--- config.mk ---
export PLATFORM = sky130hd
export DESIGN_NAME = drink_moore_fsm
export DESIGN_NICKNAME = d
export VERILOG_FILES = /design/src/rtl/drink_moore_fsm.sv
export SDC_FILE = /design/constraint.sdc
export NUM_CORES = 1
export LEC_CHECK = 0
export CORE_AREA = 2 2 39 41
export CTS_CLUSTER_SIZE = 16
export DETAILED_ROUTE_END_ITERATION = 12
export DIE_AREA = 0 0 41 43
export GPL_ROUTABILITY_DRIVEN = 0
export PLACE_DENSITY = 0.41
export SETUP_SLACK_MARGIN = 0.4
export SLEW_MARGIN = 40
export SYNTH_ARGS = -nofsm -noshare
export SYNTH_HDL_FRONTEND = slang
export SYNTH_SLANG_ARGS = --single-unit
--- constraint.sdc ---
create_clock -name clk -period 0.95 [get_ports clk]
set_input_delay 0.095 -clock clk [delete_from_list [all_inputs] [get_ports clk]]
set_output_delay 0.095 -clock clk [all_outputs]
set_load 0.01 [all_outputs]
--- src/rtl/drink_moore_fsm.sv ---
// -----------------------------------------------------------------------------
// drink_moore_fsm
//
// Moore vending controller for a drink priced at 2.5 units. Accepts 0.5-unit
// (half) and 1-unit (one) coins, one coin event per clock. Credit is counted
// in half-units. A drink is dispensed (out) for exactly one cycle once the
// credit reaches 5 half-units. The change strobe (cout) rises together with
// out when the credit overshoots to 6 half-units.
//
// Ports:
//   clk     in   system clock, all state updates on the rising edge
//   reset   in   synchronous active-low reset, sampled on the rising edge
//   half    in   0.5-unit coin present this cycle
//   one     in   1-unit coin present this cycle (wins over half if both set)
//   out     out  drink dispense strobe, registered decode of state
//   cout    out  0.5-unit change strobe, registered decode of state
//   credit  out  (only with CREDIT_MON_EN) current credit in half-units, 0..6
//
// Configuration macro: CREDIT_MON_EN adds the credit monitor output.
//
// Coin handshake: half/one are plain levels. Every rising edge with reset
// high consumes whatever coin is presented. There is no backpressure.
// -----------------------------------------------------------------------------
module drink_moore_fsm (
    input  logic       clk,
    input  logic       reset,
    input  logic       half,
    input  logic       one,
    output logic       out,
    output logic       cout
`ifdef CREDIT_MON_EN
    ,
    output logic [2:0] credit
`endif
);

    // The encoding equals the credit in half-units. This keeps the credit
    // monitor a direct copy of the next state. 3'd7 is unused and recovers
    // to S0.
    typedef enum logic [2:0] {
        S0       = 3'd0,
        S05      = 3'd1,
        S10      = 3'd2,
        S15      = 3'd3,
        S20      = 3'd4,
        VEND     = 3'd5,
        VEND_CHG = 3'd6
    } state_e;

    // Power-up values. Outputs are low before the first reset edge.
    state_e state_q  = S0;
    state_e state_d;
    logic   out_q    = 1'b0;
    logic   cout_q   = 1'b0;
`ifdef CREDIT_MON_EN
    logic [2:0] credit_q = 3'd0;
`endif

    // Next-state logic. The one coin takes priority over the half coin.
    // Leaving VEND or VEND_CHG restarts the credit at zero and accepts the
    // current coin in the same cycle.
    always_comb begin
        state_d = S0;
        case (state_q)
            S0:       state_d = one ? S10      : (half ? S05  : S0);
            S05:      state_d = one ? S15      : (half ? S10  : S05);
            S10:      state_d = one ? S20      : (half ? S15  : S10);
            S15:      state_d = one ? VEND     : (half ? S20  : S15);
            S20:      state_d = one ? VEND_CHG : (half ? VEND : S20);
            VEND,
            VEND_CHG: state_d = one ? S10      : (half ? S05  : S0);
            default:  state_d = S0;
        endcase
    end

    // Single state register.
    // The outputs are decoded from the next state and registered alongside
    // it, so they always equal a decode of the current state.
    // They are also glitch-free flop outputs.
    always_ff @(posedge clk) begin
        if (!reset) begin
            state_q  <= S0;
            out_q    <= 1'b0;
            cout_q   <= 1'b0;
`ifdef CREDIT_MON_EN
            credit_q <= 3'd0;
`endif
        end else begin
            state_q  <= state_d;
            out_q    <= (state_d == VEND) || (state_d == VEND_CHG);
            cout_q   <= (state_d == VEND_CHG);
`ifdef CREDIT_MON_EN
            credit_q <= state_d;
`endif
        end
    end

    assign out  = out_q;
    assign cout = cout_q;
`ifdef CREDIT_MON_EN
    assign credit = credit_q;
`endif

endmodule

==> metrics.md <==
| Metric | Value |
|---|---|
| Final setup margin | 55.7 ps |
| Final Critical Period | 894 ps |
| Place WS | -195 ps |
| Maximum capacitance violations | 0 |
| WL final | 553 um |
| Origin of the critical flop-to-flop path | state_q[1] |
| Distinct cells, synth | 18 |
| Synth top area cells | dfxtp_1, o32ai_2, a21oi_1 |
| Total power | 579 uW |
| Setup TNS | 0 ps |
| Clock latency on the worst-skew pair | 240 ps |
| CP Launch Type | flip-flop |
| Worst stage delay on the critical path | 360 ps |
| Initial antenna violation count | 0 |
| FF+latch count, synth | 5 |
| Dpl cells | 47 |
| End-of-flow core utilization | 0.282 |
| Worst slew pin tran | about 180 ps |
| Die area | 1760 um2 |
| Root Buffer | clkbuf_4 |
| Vias in the first global route | roughly 240 |
| Reg-to-Reg End | state_q[1] |
| Part of the Yosys area used for sequential elements | 0.428 |
| Final Skew | 2.11 ps |
| Number of core rows | 14 |
| Largest area contributor in the netlist | dfxtp_1 |
| Cell count after synthesis | 25 |
| Final setup vio count | 0 |
| R2r setup slk | 60 ps |
| Drt drc | 0 |
| RSZ-0062 raised after global routing | true |
| Routed length per instance | 10.4 um |
| GRT overflow | 0 |
| Worst Hold Depth | 3 |
| Worst Hold End | out |
| Num Clock Sinks | 5 |
| Routed Antenna Nets | 0 |
| CP required | 1090 ps |
| Commonest non-fill, non-tap cells in the layout | clkbuf_4, buf_4, dfxtp_4 |
| Hold Path Class | in -> reg |
| CTS tree | done |
| LEAKAGE | 0.000155 uW |
| Critical path capture point type | flip-flop |
| CP arrival | 1040 ps |
| Initial DRC Count | 4 |
| GRT Overall Usage | 0.0802 |
| DIE HEIGHT | 43 um |
| Hold_sp | half |
| Status | completed |
| Max Clock Freq | 1120 MHz |
| Relative slew slack | 0.879 |
| First-pass DRT Iterations | 2 |
| Hold Vio Cnt, Final | 0 |
| # nets final | 42 |
| Net count after synthesis | 29 |
| Synth Cell Area | roughly 230 um2 |
| Post-DP HPWL | 419 um |
| Crit path kind | reg -> reg |
| Max Buffers Root-to-Sink | 2 |
| Fillers | roughly 150 |
| PwrDens | 1480 nW/um2 |
| Layout Cells excl Fill | 53 |
| IO Pins | 6 |
| Die Wd | between 40 and 50 um |
| Synth top area share | 0.428 |
| Slew Viols, Final | 0 |
| Yosys warns | 0 |
| Synthesized area per cell | between 9 and 10 um2 |
| Core ar. | 1380 um2 |
| Number of I/O port buffers | 5 |
| Clock slew at reported path FFs | 40 ps |
| Max H-tree Level | 1 |
| Worst Path Max Fanout | 7 |
| Worst IR drop on VDD | between 0.0002 and 0.00025 V |
| Global-route wire length before repair | ~910 um |
| Final Cycle Share | 0.941 |
| Number of vias per cell | 4.17 |
| Antenna diode count | 0 |
| Vias post-DR | 221 |
| Largest net degree at the start of global routing | 8 |
| Fraction of layout cells with a size suffix above 1 | 0.568 |
| Syn-to-layout area delta | 66.8% |
| Initial Utilization | 0.169 |
| Slowest-stage cell, CP | dfxtp_4 |
| CP cell instances | and3b_1 -> a21oi_2 -> o32ai_2 |
| Reg2reg path depth | 3 |
| Total CTS buffers | 3 |
| Cts-stage hold buffer count | 0 |
## how the worst max path moves through the flow
stage,startpoint,slack [ps],to,cells past startpoint
after floorplan,state_q[1],100,state_q[1],3
after detailed placement,half,-190,state_q[0],4
after global routing,state_q[1],10,state_q[1],3
final,state_q[1],60,state_q[1],3
after CTS,out,50,out,1
after global placement,half,-190,state_q[0],4
## flip-flops by register name, summed over array words and instances (netlist names)
| name | count |
|---|---|
| cout | 1 |
| out | 1 |
| state_q | 3 |
## per-stage QoR
| stage | instance area (um2) | hold WS [ps] |
|---|---|---|
| 2_1_floorplan | 245 | 213 |
| 3_3_place_gp | 323 | 498 |
| 3_5_place_dp | 323 | 516 |
| 4_1_cts | 378 | 387 |
| 5_1_grt | 390 | 413 |
| 6_report | 390 | 385 |
## synthesized netlist by cell type
master    n
a21boi_0  1
a21oi_1   3
a31oi_1   1
and2b_2   1
and3b_1   1
dfxtp_1   5
inv_1     2
nand2_1   1
nand2b_1  1
nand3_1   1
nor2b_1   1
nor3_1    1
nor3b_1   1
nor3b_2   1
o21a_1    1
o21ai_0   1
o21ai_1   1
o32ai_2   1
## area by class of cell
cell class | instances | area [um2] | share of cell area
multi-input combinational | 18 | 158 | 0.404
sequential | 5 | 113 | 0.288
timing repair buffer | 8 | 66.3 | 0.170
clock buffer | 4 | 26.3 | 0.0673
tap | 16 | 20.0 | 0.0513
inverter | 2 | 7.51 | 0.0192
## power breakdown
part | total, uW | internal, uW | leakage (uW) | switching, uW
Clock | 237 | 158 | 0.0000150 | 78.4
Combinational | 96.1 | 55.0 | 0.0000968 | 41.1
Sequential | 247 | 225 | 0.0000434 | 21.6
## worst max-delay path, delay by kind of cell (launching register included)
family / cells / cell delay [ps]
AO/OA/AOI/OAI: 2 / 220
AND/OR/NAND/NOR: 1 / 220
flip-flops: 1 / 360
## layer usage
| metal | track usage | wire length (um) | vias to the layer above |
|---|---|---|---|
| met2 | 0.144 | 345 | 2 |
| met1 | 0.0609 | 199 | 104 |
| met5 | 0 | 0 | - |
| li1 | - | - | 115 |
| met3 | 0.0314 | 8 | 0 |
| met4 | 0.0600 | 0 | 0 |
## timing repair
action	4_1_cts	5_1_grt
pin swaps	3	3
resized for setup	13	8
buffers inserted	2	0
setup endpoints to repair	7	7
## kinds of logic after synthesis
logic type             after synthesis  share of synthesized area
DFF                                  5                      0.428
buffers and inverters                2                     0.0321
AOI/OAI and AO/OA                    9                      0.267
and+or+nand+nor                      9                      0.273
Note: power is estimated with default switching activity, not from simulation.
